`src/rtl/red_pitaya_pfd_ext_block.sv`:
```
// ---------------------------------------------------------------------------
// red_pitaya_pfd_ext_block
//
// Phase-frequency detector for two asynchronous digital inputs. Each input is
// synchronised and edge-detected (rising, falling or both). A signed
// integrator accumulates (edges of s1) - (edges of s2), either saturating at
// the rails or wrapping around. A gated counter alongside it reports per-window
// edge counts of both channels for frequency readout.
//
// Ports:
//   clk_i        system clock
//   rst_i        synchronous active-high reset (overrides clear_i)
//   s1_i, s2_i   asynchronous input signals
//   edge_sel_i   00 rising, 01 falling, 10 both, 11 rising
//   wrap_i       1 = wrap-around integrator, 0 = saturating integrator
//   clear_i      clears integrator and discards the current gate window
//   gate_len_i   gate window length in cycles, 0 disables counting
//   integral_o   integrator bits [OW+ISR-1:ISR], two's complement
//   sat_o        saturate: level at a rail; wrap: one-cycle pulse per wrap
//   cnt1_o/cnt2_o  edge counts of the last completed window
//   cnt_valid_o  one-cycle pulse when cnt1_o/cnt2_o update
// ---------------------------------------------------------------------------
module red_pitaya_pfd_ext_block #(
    parameter int OW          = 14,
    parameter int ISR         = 0,
    parameter int SYNC_STAGES = 2,
    parameter int CNT_W       = 32
) (
    input  logic             clk_i,
    input  logic             rst_i,
    input  logic             s1_i,
    input  logic             s2_i,
    input  logic [1:0]       edge_sel_i,
    input  logic             wrap_i,
    input  logic             clear_i,
    input  logic [CNT_W-1:0] gate_len_i,
    output logic [OW-1:0]    integral_o,
    output logic             sat_o,
    output logic [CNT_W-1:0] cnt1_o,
    output logic [CNT_W-1:0] cnt2_o,
    output logic             cnt_valid_o
);

    localparam int W = OW + ISR;
    localparam logic [W-1:0]     ACC_MAX = {1'b0, {(W-1){1'b1}}};
    localparam logic [W-1:0]     ACC_MIN = {1'b1, {(W-1){1'b0}}};
    localparam logic [W-1:0]     ACC_ONE = W'(1);
    localparam logic [CNT_W-1:0] CNT_ONE = CNT_W'(1);

    logic [SYNC_STAGES-1:0] sync1, sync2;
    logic                   hist1, hist2;
    logic [1:0]             sel;
    logic                   wrap;
    logic                   e1, e2;

    logic [W-1:0]     acc, acc_next;
    logic             wrapped, sat_next;

    logic [CNT_W-1:0] timer, c1, c2, c1_inc, c2_inc;

    function automatic logic edge_det(input logic cur, input logic prev,
                                      input logic [1:0] mode);
        case (mode)
            2'b01:   return ~cur & prev;
            2'b10:   return cur ^ prev;
            default: return cur & ~prev;
        endcase
    endfunction

    // Mode inputs are registered so a change applies from the next cycle.
    always_ff @(posedge clk_i) begin
        if (rst_i) begin
            sync1 <= '0;
            sync2 <= '0;
            hist1 <= 1'b0;
            hist2 <= 1'b0;
            sel   <= '0;
            wrap  <= 1'b0;
        end else begin
            sync1[0] <= s1_i;
            sync2[0] <= s2_i;
            for (int unsigned i = 1; i < SYNC_STAGES; i++) begin
                sync1[i] <= sync1[i-1];
                sync2[i] <= sync2[i-1];
            end
            hist1 <= sync1[SYNC_STAGES-1];
            hist2 <= sync2[SYNC_STAGES-1];
            sel   <= edge_sel_i;
            wrap  <= wrap_i;
        end
    end

    assign e1 = edge_det(sync1[SYNC_STAGES-1], hist1, sel);
    assign e2 = edge_det(sync2[SYNC_STAGES-1], hist2, sel);

    always_comb begin
        acc_next = acc;
        wrapped  = 1'b0;
        if (e1 && !e2) begin
            if (acc == ACC_MAX) begin
                if (wrap) begin
                    acc_next = ACC_MIN;
                    wrapped  = 1'b1;
                end
            end else begin
                acc_next = acc + ACC_ONE;
            end
        end else if (e2 && !e1) begin
            if (acc == ACC_MIN) begin
                if (wrap) begin
                    acc_next = ACC_MAX;
                    wrapped  = 1'b1;
                end
            end else begin
                acc_next = acc - ACC_ONE;
            end
        end
        // Saturate mode reports a level aligned with the stored value.
        sat_next = wrap ? wrapped : ((acc_next == ACC_MAX) || (acc_next == ACC_MIN));
    end

    always_ff @(posedge clk_i) begin
        if (rst_i || clear_i) begin
            acc   <= '0;
            sat_o <= 1'b0;
        end else begin
            acc   <= acc_next;
            sat_o <= sat_next;
        end
    end

    assign integral_o = acc[W-1:ISR];

    assign c1_inc = (e1 && (c1 != '1)) ? c1 + CNT_ONE : c1;
    assign c2_inc = (e2 && (c2 != '1)) ? c2 + CNT_ONE : c2;

    // The close test uses >= so lowering the length mid-window closes it at once.
    always_ff @(posedge clk_i) begin
        if (rst_i) begin
            timer       <= '0;
            c1          <= '0;
            c2          <= '0;
            cnt1_o      <= '0;
            cnt2_o      <= '0;
            cnt_valid_o <= 1'b0;
        end else if (clear_i || (gate_len_i == '0)) begin
            timer       <= '0;
            c1          <= '0;
            c2          <= '0;
            cnt_valid_o <= 1'b0;
        end else if (timer >= gate_len_i - CNT_ONE) begin
            timer       <= '0;
            c1          <= '0;
            c2          <= '0;
            cnt1_o      <= c1_inc;
            cnt2_o      <= c2_inc;
            cnt_valid_o <= 1'b1;
        end else begin
            timer       <= timer + CNT_ONE;
            c1          <= c1_inc;
            c2          <= c2_inc;
            cnt_valid_o <= 1'b0;
        end
    end

endmodule

```
`config.mk`:
```
export PLATFORM = sky130hd
export DESIGN_NAME = red_pitaya_pfd_ext_block
export DESIGN_NICKNAME = d
export VERILOG_FILES = /design/src/rtl/red_pitaya_pfd_ext_block.sv
export SDC_FILE = /design/constraint.sdc
export NUM_CORES = 1
export LEC_CHECK = 0
export ABC_CLOCK_PERIOD_IN_PS = 5450
export CORE_ASPECT_RATIO = 0.75
export CORE_MARGIN = 2
export CORE_UTILIZATION = 40
export DETAILED_ROUTE_END_ITERATION = 8
export PLACE_DENSITY = 0.69
export SLEW_MARGIN = 20
export SYNTH_ARGS = -nofsm -noshare
export SYNTH_HDL_FRONTEND = slang
export SYNTH_SLANG_ARGS = --single-unit
```
`constraint.sdc`:
```
create_clock -name clk_i -period 5.45 [get_ports clk_i]
set_input_delay 1.3625 -clock clk_i [delete_from_list [all_inputs] [get_ports clk_i]]
set_output_delay 1.3625 -clock clk_i [all_outputs]
set_load 0.01 [all_outputs]
```
==> impl_metrics.prom, run 1 <==
# TYPE chip_impl_metric gauge
chip_impl_metric{name="setup_viol",unit=""} 0
chip_impl_info{name="synth.top_cells.by_count",value="nor2_1, dfxtp_1, xnor2_1, a211oi_1, nand2_1"} 1
chip_impl_metric{name="cts-htree-levels",unit=""} 4
chip_impl_metric{name="overall_track_demand_over_capacity_in_global_routing",unit="%"} 19.0
chip_impl_metric{name="synth_sequential_area_ratio",unit="%"} 38.2
chip_impl_info{name="grt_setup_unrepaired",value="false"} 1
chip_impl_metric{name="first_global_vias",unit=""} 8202
chip_impl_info{name="cts_tree",value="yes"} 1
chip_impl_info{name="timing.critical_path.from_type",value="input port"} 1
chip_impl_metric{name="post-route-drc-count",unit=""} 0
chip_impl_metric{name="dr.first_iter.drc_count",unit=""} 656
chip_impl_metric{name="maximum_capacitance_violations",unit=""} 0
chip_impl_metric{name="antenna_found_initial",unit=""} 0
chip_impl_metric{name="drtPass1Iterations",unit=""} 5
chip_impl_metric{name="grt_remaining_overflow",unit=""} 0
chip_impl_metric{name="initial_core_util",unit="%"} 40.6
chip_impl_metric{name="die_w",unit="microns"} 184
chip_impl_info{name="synth_flop_cell",value="dfxtp_1"} 1
chip_impl_metric{name="grt_start_max_net_pins",unit=""} 76
chip_impl_metric{name="dpl_cell_area",unit="sq um"} 11300
chip_impl_metric{name="finClkSkew",unit="ns"} 0.0173
chip_impl_metric{name="routed_wirelength",unit="mm"} 23.9
chip_impl_metric{name="fillCellCount",unit=""} 2259
chip_impl_metric{name="placement_rows",unit=""} 49
chip_impl_metric{name="final_clock_period_utilization_by_the_worst_path",unit="%"} 94.8
chip_impl_info{name="worst_setup_path_class",value="in2reg"} 1
chip_impl_metric{name="max_freq",unit="MHz"} 193
chip_impl_info{name="cts_root_buf",value="clkbuf_16"} 1
chip_impl_metric{name="worst_hold_slack",unit="ns"} 0.441
chip_impl_metric{name="drive_gt1_share",unit="%"} 7.83
chip_impl_info{name="post-synth-top-count-cell",value="nor2_1"} 1
chip_impl_metric{name="pre_cts_slack",unit="ns"} -0.206
chip_impl_info{name="critical_path.top_delay_family",value="simple AND/OR/NAND/NOR gates"} 1
chip_impl_info{name="synth.top_cells.by_area",value="dfxtp_1, nor2_1, xnor2_1, ha_1, a211oi_1"} 1
chip_impl_metric{name="synthesis.nets",unit=""} 1229
chip_impl_metric{name="dp.cells",unit=""} 1549
chip_impl_metric{name="critical_path_arrival",unit="ns"} 5.50
chip_impl_metric{name="crit_path_max_incr_delay",unit="ns"} 0.44
chip_impl_metric{name="numCtsBuffers",unit=""} 17
chip_impl_metric{name="worst_slew_margin_rel",unit="%"} 25.7
chip_impl_metric{name="netlist-cell-type-count",unit=""} 72
chip_impl_metric{name="total_power",unit="mW"} 2.99
chip_impl_metric{name="ys.warnings.count",unit=""} 0
chip_impl_metric{name="cp_data_required_time",unit="ns"} 5.78
chip_impl_metric{name="grt_first_pass_wirelength",unit="mm"} 40.1
chip_impl_metric{name="core",unit="sq um"} 23900
chip_impl_metric{name="area_share_of_the_leading_cell_type_in_the_synthesized_netlist",unit="%"} 38.2
chip_impl_metric{name="portBuffers",unit=""} 119
chip_impl_metric{name="post-route-util",unit="%"} 49.9
chip_impl_metric{name="cts_buffer_depth",unit=""} 2
chip_impl_metric{name="crit_fanout",unit=""} 34
chip_impl_metric{name="synthCells",unit=""} 1145
chip_impl_metric{name="average_detailed_routed_wire_length_per_instance",unit="microns"} 15.1
chip_impl_metric{name="finalCriticalPeriod",unit="ns"} 5.17
chip_impl_info{name="critical_path.most_common_cell",value="a21o_1"} 1
chip_impl_metric{name="vias",unit=""} 8546
chip_impl_info{name="netlist.top_cell.by_area",value="dfxtp_1"} 1
chip_impl_metric{name="post_drt_via_cell_ratio",unit=""} 5.40
chip_impl_metric{name="worst_ir_drop_vdd",unit="mV"} 0.194
chip_impl_metric{name="boundaryPins",unit=""} 120
chip_impl_metric{name="p_leak",unit="nW"} 4.07
chip_impl_info{name="timing.critical_path.slowest_stage_cell",value="or4_4"} 1
chip_impl_metric{name="post-route-worst-setup-slack",unit="ns"} 0.281
chip_impl_metric{name="clock_latency",unit="ns"} 0.43
chip_impl_metric{name="final_net_count",unit=""} 1348
chip_impl_metric{name="die-height",unit="microns"} 139
chip_impl_metric{name="worst_slew_pin_tran",unit="ns"} 1.11
chip_impl_metric{name="postRouteAntennaNets",unit=""} 0
chip_impl_metric{name="ys_ff_latch",unit=""} 185
chip_impl_metric{name="die_area",unit="sq um"} 25500
chip_impl_metric{name="fin_cells",unit=""} 1583
chip_impl_metric{name="syn_avg_cell_area",unit="sq um"} 8.47
chip_impl_metric{name="design_area",unit="sq um"} 11900
chip_impl_metric{name="asyncSetResetFlopFracSynth",unit="%"} 0
chip_impl_metric{name="setup_total_negative_slack",unit="ns"} 0
chip_impl_metric{name="post-dp-hpwl",unit="mm"} 17.6
chip_impl_metric{name="power.density_cell_area",unit="nW/um^2"} 251
chip_impl_info{name="worstPathCellList",value="clkdlybuf4s50_1, or3_1, or4_4, nor3_4, nand2b_1, nor3_2, buf_4, nand4_1, nor2_1, xnor2_1, ha_1, a21o_1, a21o_1, a21oi_1, o21ai_2, a211o_1, o21ba_4, buf_12, a211oi_1"} 1
chip_impl_metric{name="critical_path.n_buffers_inverters",unit=""} 3
chip_impl_info{name="outcome",value="finished, final reports clean"} 1
chip_impl_info{name="critical_path.endpoint_type",value="flip-flop"} 1
chip_impl_metric{name="syn_area",unit="sq um"} 9700
chip_impl_metric{name="diodes",unit=""} 0
chip_impl_metric{name="syn_to_final_growth",unit="%"} 23.0
chip_impl_info{name="worst_min_path_class",value="reg2reg"} 1
chip_impl_metric{name="numClockSinks",unit=""} 185
chip_impl_metric{name="timing_max_transition_violations_final",unit=""} 0
chip_impl_metric{name="timing_hold_violations_final",unit=""} 0
chip_impl_metric{name="worst_setup_hold_path_clk_slew",unit="ns"} 0.07
chip_impl_metric{name="synth-edff-count",unit=""} 0
chip_impl_metric{name="place_congestion",unit=""} 0.866
cell families (layout without fill, tap and decap cells):
group	after synthesis	in the layout	share of synthesized area [%]
muxes	3	3	0.310
AOI/OAI and AO/OA	165	166	12.7
DFF	185	185	38.2
buffers and inverters	83	214	4.04
and+or+nand+nor	543	543	28.1
xor gates and xnor gates	122	122	11.0
adders and majority gates	44	44	5.68
worst paths after layout:
path | startpoint | endpoint | slack (ns) | cells after the start
worst max-delay path | gate_len_i[2] | cnt2_o[5]$_SDFFE_PP0P_ | 0.28 | 19
worst min-delay path | sync1[0]$_SDFF_PP0_ | sync1[1]$_SDFF_PP0_ | 0.44 | 1
worst max register to register | sel[0]$_SDFF_PP0_ | sat_o$_SDFF_PP0_ | 1.73 | 10
worst min register to register | sync1[0]$_SDFF_PP0_ | sync1[1]$_SDFF_PP0_ | 0.44 | 1
cells in the final DEF, fill, tap and decap left out, types with 11 or more instances in the layout:
master	synthesis	routed
a21oi_1	12	12
nor2_1	239	239
buf_4	3	33
clkbuf_16	0	17
nor4_1	20	20
a211oi_1	68	66
a21o_1	15	15
nor3_1	43	43
nor2b_1	16	16
xor2_1	33	33
clkdlybuf4s50_1	0	118
xnor2_1	89	89
nand4_1	37	37
and4_1	11	11
nand2_1	59	58
and2_1	13	13
dfxtp_1	185	185
ha_1	44	44
inv_1	27	27
and3_1	21	21
nand3_1	34	34
metal layers:
| metal | global-route usage [%] | vias to the layer above | part of all wire, % |
|---|---|---|---|
| li1 | - | 4291 | - |
| met1 | 26.8 | 3979 | 49 |
| met2 | 29.8 | 249 | 44 |
| met3 | 3.41 | 27 | 5.6 |
| met4 | 5.14 | 0 | 1.4 |
| met5 | 0 | - | 0 |
state kept, by name (all words and copies together), names as in the netlist, 2 cells and up:
signal,flops
c1,32
c2,32
cnt1_o,32
cnt2_o,32
integral_o,14
sel,2
sync1,2
sync2,2
timer,32
where the power goes:
group	switching, mW	total, mW	internal (mW)
clock	0.575	1.24	0.663
combinational	0.211	0.359	0.148
sequential	0.0324	1.40	1.36
total	0.819	2.99	2.17
timing repair:
action | CTS | global route
hold buffers | 0 | 0
resized for setup | 0 | 6
setup buffers | 0 | 1
setup endpoints to repair | 0 | 61
area by class of cell:
cell class / instances / area, sq um / area share (%)
Timing Repair Buffer: 155 / 1490 / 12.5
Sequential cell: 185 / 3700 / 31.0
Tap cell: 306 / 383 / 3.21
Multi-Input combinational cell: 878 / 5650 / 47.3
Inverter: 27 / 101 / 0.850
Clock inverter: 14 / 163 / 1.36
Clock buffer: 18 / 439 / 3.68
Power figures use the tool's default switching activity.
==> run 2, diff against run 1 <==
- CORE_MARGIN: 2 -> 5
==> impl_metrics.prom, run 2 (synthesis results as in run 1) <==
# TYPE chip_impl_metric gauge
chip_impl_info{name="timing.critical_path.slowest_stage_cell",value="or4_1"} 1
chip_impl_info{name="cts_root_buf",value="clkbuf_16"} 1
chip_impl_info{name="layout_commonest_cell",value="nor2_1"} 1
chip_impl_metric{name="worst_hold_slack",unit="ns"} 0.457
chip_impl_metric{name="die_w",unit="microns"} 190
chip_impl_metric{name="overall_track_demand_over_capacity_in_global_routing",unit="%"} 17.5
chip_impl_metric{name="clock_latency",unit="ns"} 0.43
chip_impl_metric{name="setup_viol",unit=""} 0
chip_impl_metric{name="syn_to_final_growth",unit="%"} 22.9
chip_impl_metric{name="worst_setup_hold_path_clk_slew",unit="ns"} 0.07
chip_impl_metric{name="timing_max_transition_violations_final",unit=""} 0
chip_impl_info{name="outcome",value="finished, final reports clean"} 1
chip_impl_metric{name="boundaryPins",unit=""} 120
chip_impl_metric{name="finalCriticalPeriod",unit="ns"} 5.16
chip_impl_metric{name="timing_hold_violations_final",unit=""} 0
chip_impl_metric{name="power.density_cell_area",unit="nW/um^2"} 254
chip_impl_metric{name="worst_ir_drop_vdd",unit="mV"} 0.194
chip_impl_metric{name="average_detailed_routed_wire_length_per_instance",unit="microns"} 15.3
chip_impl_metric{name="numClockSinks",unit=""} 185
chip_impl_metric{name="maximum_capacitance_violations",unit=""} 0
chip_impl_metric{name="worst_slew_margin_rel",unit="%"} 27.6
chip_impl_info{name="timing.critical_path.from_type",value="input port"} 1
chip_impl_metric{name="initial_core_util",unit="%"} 40.6
chip_impl_info{name="cts_tree",value="yes"} 1
chip_impl_metric{name="worst_slew_pin_tran",unit="ns"} 1.08
chip_impl_info{name="critical_path.endpoint_type",value="flip-flop"} 1
chip_impl_metric{name="dr.first_iter.drc_count",unit=""} 637
chip_impl_metric{name="cts-htree-levels",unit=""} 4
chip_impl_info{name="worst_min_path_class",value="reg2reg"} 1
chip_impl_info{name="grt_setup_unrepaired",value="false"} 1
chip_impl_metric{name="crit_path_max_incr_delay",unit="ns"} 0.47
chip_impl_metric{name="numCtsBuffers",unit=""} 17
chip_impl_metric{name="fin_cells",unit=""} 1580
chip_impl_metric{name="diodes",unit=""} 0
chip_impl_metric{name="post-route-drc-count",unit=""} 0
chip_impl_metric{name="drtPass1Iterations",unit=""} 5
chip_impl_metric{name="p_leak",unit="nW"} 4.06
chip_impl_metric{name="final_net_count",unit=""} 1345
chip_impl_metric{name="cp_data_required_time",unit="ns"} 5.78
chip_impl_metric{name="post-dp-hpwl",unit="mm"} 17.5
chip_impl_metric{name="die-height",unit="microns"} 145
chip_impl_metric{name="storage_element_area",unit="sq um"} 3700
chip_impl_metric{name="placement_rows",unit=""} 49
chip_impl_metric{name="crit_fanout",unit=""} 9
chip_impl_metric{name="critical_path_arrival",unit="ns"} 5.49
chip_impl_metric{name="grt_first_pass_wirelength",unit="mm"} 40.1
chip_impl_metric{name="dp.cells",unit=""} 1548
chip_impl_metric{name="cts_hold_buf",unit=""} 0
chip_impl_metric{name="grt_remaining_overflow",unit=""} 0
chip_impl_metric{name="max_freq",unit="MHz"} 194
chip_impl_metric{name="cts_buffer_depth",unit=""} 2
chip_impl_metric{name="post_cts.repair.setup_buffers",unit=""} 0
chip_impl_metric{name="final_clock_period_utilization_by_the_worst_path",unit="%"} 94.6
chip_impl_metric{name="postRouteAntennaNets",unit=""} 0
chip_impl_metric{name="drive_gt1_share",unit="%"} 7.38
chip_impl_metric{name="antenna_found_initial",unit=""} 0
chip_impl_metric{name="routed_wirelength",unit="mm"} 24.1
chip_impl_metric{name="post_drt_via_cell_ratio",unit=""} 5.40
chip_impl_metric{name="die_area",unit="sq um"} 27500
chip_impl_info{name="worst_setup_path_class",value="in2reg"} 1
chip_impl_metric{name="fillCellCount",unit=""} 2240
chip_impl_metric{name="core",unit="sq um"} 23900
chip_impl_metric{name="vias",unit=""} 8538
chip_impl_metric{name="area_of_combinational_cells_with_multiple_inputs",unit="sq um"} 5620
chip_impl_metric{name="portBuffers",unit=""} 119
chip_impl_info{name="layout.cells.most_common_list",value="nor2_1, dfxtp_1, clkdlybuf4s50_1"} 1
chip_impl_metric{name="finClkSkew",unit="ns"} 0.0162
chip_impl_info{name="worstPathCellList",value="clkdlybuf4s50_1, or3_1, or4_1, nor3_2, nand2b_1, nor3_2, buf_4, nand4_1, nor2_1, xnor2_1, ha_1, a21o_1, a21o_1, a21oi_1, o21ai_0, a211o_1, o21ba_4, buf_4, a211oi_1"} 1
chip_impl_metric{name="first_global_vias",unit=""} 8144
chip_impl_metric{name="grt_start_max_net_pins",unit=""} 76
chip_impl_metric{name="gates_resized_cts_repair",unit=""} 0
chip_impl_metric{name="place_congestion",unit=""} 0.937
==> run 2: worst max-delay path: cells and delay by family <==
family	cells	cell delay [ns]
AO/OA/AOI/OAI	7	1.46
XOR/XNOR	1	0.13
adder cells (fa/ha/maj)	1	0.26
buffers and inverters	3	0.76
AND/OR/NAND/NOR	7	1.49
==> run 2: where the power goes <==
group	switching (mW)	total (mW)	internal, mW
Clock	0.600	1.27	0.674
Sequential	0.0317	1.39	1.36
Combinational	0.210	0.357	0.147
Total	0.841	3.03	2.18
==> run 2: through the flow <==
step / setup TNS (ns) / area (sq um) / power, mW / utilization (%) / setup slack (ns)
floorplan: 0 / 9700 / 1.65 / - / 0.474
global placement: -6.83 / 11300 / 1.77 / 47.2 / -0.0810
detailed placement: -8.56 / 11300 / 1.77 / 47.2 / -0.134
CTS: 0 / 11900 / 3.05 / 49.8 / 0.287
global route: 0 / 11900 / 3.15 / 49.8 / 0.00420
finish: 0 / 11900 / 3.03 / 49.8 / 0.293
==> run 2: area by class of cell <==
class | instances | area share (%)
clock buffer | 18 | 3.69
clock inverter | 14 | 1.50
inverter | 27 | 0.851
multi-input combinational | 877 | 47.1
sequential | 185 | 31.1
tap | 306 | 3.21
timing repair buffer | 153 | 12.5
==> run 2: worst paths after layout <==
check,from,endpoint,slack (ns),cells past startpoint
setup / recovery,gate_len_i[2],cnt2_o[3]$_SDFFE_PP0P_,0.29,19
hold / removal,sync2[0]$_SDFF_PP0_,sync2[1]$_SDFF_PP0_,0.46,1
setup reg to reg,sel[0]$_SDFF_PP0_,sat_o$_SDFF_PP0_,1.69,10
hold reg to reg,sync2[0]$_SDFF_PP0_,sync2[1]$_SDFF_PP0_,0.46,1
==> run 2: metal layers <==
layer  track usage (%)  vias to the layer above  wire length, microns
met3              3.67                       40                  1290
li1                  -                     4278                     -
met2              26.8                      251                 10400
met1              24.7                     3969                 11900
met5                 0                        -                     0
met4              5.90                        0                   537
==> run 3, diff against run 2 <==
- CORE_UTILIZATION: 40 -> 25
- PLACE_DENSITY: 0.69 -> 0.5
==> impl_metrics.prom, run 3 (synthesis results as in run 1) <==
# TYPE chip_impl_metric gauge
chip_impl_metric{name="core",unit="sq um"} 38300
chip_impl_metric{name="post-dp-hpwl",unit="mm"} 19.5
chip_impl_metric{name="first_global_vias",unit=""} 8313
chip_impl_metric{name="final_net_count",unit=""} 1362
chip_impl_metric{name="dp.cells",unit=""} 1756
chip_impl_metric{name="die-height",unit="microns"} 181
chip_impl_metric{name="finClkSkew",unit="ns"} 0.0123
chip_impl_metric{name="overall_track_demand_over_capacity_in_global_routing",unit="%"} 12.3
chip_impl_metric{name="die_w",unit="microns"} 237
chip_impl_metric{name="timing_max_transition_violations_final",unit=""} 0
chip_impl_metric{name="worst_slew_pin_tran",unit="ns"} 1.11
chip_impl_metric{name="grt_remaining_overflow",unit=""} 0
chip_impl_metric{name="diodes",unit=""} 0
chip_impl_metric{name="area_of_combinational_cells_with_multiple_inputs",unit="sq um"} 5810
chip_impl_info{name="worst_setup_path_class",value="in2reg"} 1
chip_impl_info{name="cts_root_buf",value="clkbuf_16"} 1
chip_impl_metric{name="syn_to_final_growth",unit="%"} 30.2
chip_impl_metric{name="cts_hold_buf",unit=""} 0
chip_impl_info{name="grt_setup_unrepaired",value="false"} 1
chip_impl_metric{name="die_area",unit="sq um"} 42900
chip_impl_metric{name="finalCriticalPeriod",unit="ns"} 5.17
chip_impl_metric{name="routed_wirelength",unit="mm"} 28.6
chip_impl_metric{name="final_clock_period_utilization_by_the_worst_path",unit="%"} 94.8
chip_impl_metric{name="average_detailed_routed_wire_length_per_instance",unit="microns"} 15.9
chip_impl_metric{name="power.density_cell_area",unit="nW/um^2"} 236
chip_impl_metric{name="storage_element_area",unit="sq um"} 3700
chip_impl_metric{name="fillCellCount",unit=""} 3990
chip_impl_info{name="cts_tree",value="yes"} 1
chip_impl_metric{name="worst_hold_slack",unit="ns"} 0.447
chip_impl_metric{name="worst_setup_hold_path_clk_slew",unit="ns"} 0.07
chip_impl_info{name="outcome",value="finished, final reports clean"} 1
chip_impl_metric{name="cts_buffer_depth",unit=""} 2
chip_impl_info{name="worst_min_path_class",value="reg2reg"} 1
chip_impl_metric{name="worst_slew_margin_rel",unit="%"} 25.8
chip_impl_metric{name="numClockSinks",unit=""} 185
chip_impl_metric{name="drive_gt1_share",unit="%"} 10.9
chip_impl_metric{name="initial_core_util",unit="%"} 25.3
chip_impl_metric{name="vias",unit=""} 8581
chip_impl_metric{name="cp_data_required_time",unit="ns"} 5.79
chip_impl_metric{name="post-route-worst-setup-slack",unit="ns"} 0.284
chip_impl_metric{name="clock_latency",unit="ns"} 0.43
chip_impl_metric{name="cts-htree-levels",unit=""} 4
chip_impl_metric{name="pre_cts_slack",unit="ns"} -0.338
chip_impl_metric{name="drtPass1Iterations",unit=""} 5
chip_impl_info{name="layout.cells.most_common_list",value="nor2_1, dfxtp_1, clkdlybuf4s50_1"} 1
chip_impl_metric{name="numCtsBuffers",unit=""} 17
chip_impl_metric{name="fin_cells",unit=""} 1802
chip_impl_info{name="layout_commonest_cell",value="nor2_1"} 1
chip_impl_metric{name="worst_ir_drop_vdd",unit="mV"} 0.154
chip_impl_metric{name="placement_rows",unit=""} 62
chip_impl_metric{name="p_leak",unit="nW"} 4.23
chip_impl_metric{name="place_congestion",unit=""} 0.850
chip_impl_metric{name="dr.first_iter.drc_count",unit=""} 554
chip_impl_metric{name="post_drt_via_cell_ratio",unit=""} 4.76
chip_impl_metric{name="postRouteAntennaNets",unit=""} 0
chip_impl_metric{name="crit_fanout",unit=""} 8
chip_impl_metric{name="maximum_capacitance_violations",unit=""} 0
chip_impl_metric{name="grt_start_max_net_pins",unit=""} 76
chip_impl_metric{name="portBuffers",unit=""} 119
chip_impl_metric{name="post-route-drc-count",unit=""} 0
chip_impl_metric{name="max_freq",unit="MHz"} 194
chip_impl_info{name="critical_path.endpoint_type",value="flip-flop"} 1
chip_impl_metric{name="setup_viol",unit=""} 0
chip_impl_metric{name="boundaryPins",unit=""} 120
chip_impl_metric{name="grt_first_pass_wirelength",unit="mm"} 43.6
chip_impl_metric{name="timing_hold_violations_final",unit=""} 0
chip_impl_metric{name="antenna_found_initial",unit=""} 0
chip_impl_info{name="timing.critical_path.from_type",value="input port"} 1
chip_impl_metric{name="critical_path_arrival",unit="ns"} 5.51
run 3: cell types whose count changed in the layout (fill, tap and decap cells not counted), sizes merged:
cell and change:
buf +7, clkbuf +12, clkdlybuf4s50 -3, clkinv -3, clkinvlp +3, dlymetal6s2s +3, inv -5, o21ba +2
run 3: what timing repair did:
action                                  4_1_cts  5_1_grt
resized for setup                             0       55
endpoints found under the setup margin        0      160
setup buffers                                 0        2
run 3: layout make-up:
| type | instances | area share [%] |
|---|---|---|
| Clock buffer | 22 | 3.68 |
| Clock inverter | 9 | 0.724 |
| Inverter | 27 | 0.803 |
| Multi-Input combinational cell | 879 | 46.1 |
| Sequential cell | 185 | 29.3 |
| Tap cell | 512 | 5.08 |
| Timing Repair Buffer | 168 | 14.3 |
run 3: stage by stage:
step                      TNS, ns  total power, mW  util [%]  cell area, sq um
after detailed placement   -44.77             1.78      30.2             11600
after floorplan                 0             1.65         -              9700
after global routing            0             3.10      32.9             12600
after global placement     -43.01             1.78      30.2             11600
final                           0             2.97      32.9             12600
after CTS                       0             2.99      31.6             12100
run 3: per-layer routing:
metal | vias up | GRT usage, % | wire (microns)
met5 | - | 0 | 0
met1 | 4089 | 17.2 | 14400
met3 | 21 | 2.48 | 1080
met2 | 157 | 19.3 | 12800
met4 | 0 | 3.21 | 342
li1 | 4314 | - | -
run 3: path summary, 6_finish.rpt:
check,start,endpoint,slack (ns),cells past startpoint
min,sync1[0]$_SDFF_PP0_,sync1[1]$_SDFF_PP0_,0.45,1
max reg2reg,sel[0]$_SDFF_PP0_,sat_o$_SDFF_PP0_,1.59,10
min reg2reg,sync1[0]$_SDFF_PP0_,sync1[1]$_SDFF_PP0_,0.45,1
max,gate_len_i[6],cnt2_o[20]$_SDFFE_PP0P_,0.28,17
run 3: worst max-delay path, stage by stage:
cell and delay (ns):
clkdlybuf4s50_1 0.42, or4_1 0.61, buf_4 0.18, nor3_1 0.17, and3_1 0.32, buf_4 0.17, xnor2_1 0.06, ha_1 0.30
nand4_1 0.11, or2_2 0.33, nor4_1 0.32, o31a_1 0.29, buf_4 0.18, o21ba_4 0.24, buf_6 0.18, nor2_1 0.05
a211oi_1 0.20
run 3: power by group:
part	leakage [nW]	total, mW	internal [mW]	switching [mW]
combinational	2.48	0.377	0.158	0.219
sequential	1.49	1.40	1.36	0.0317
clock	0.259	1.20	0.655	0.546
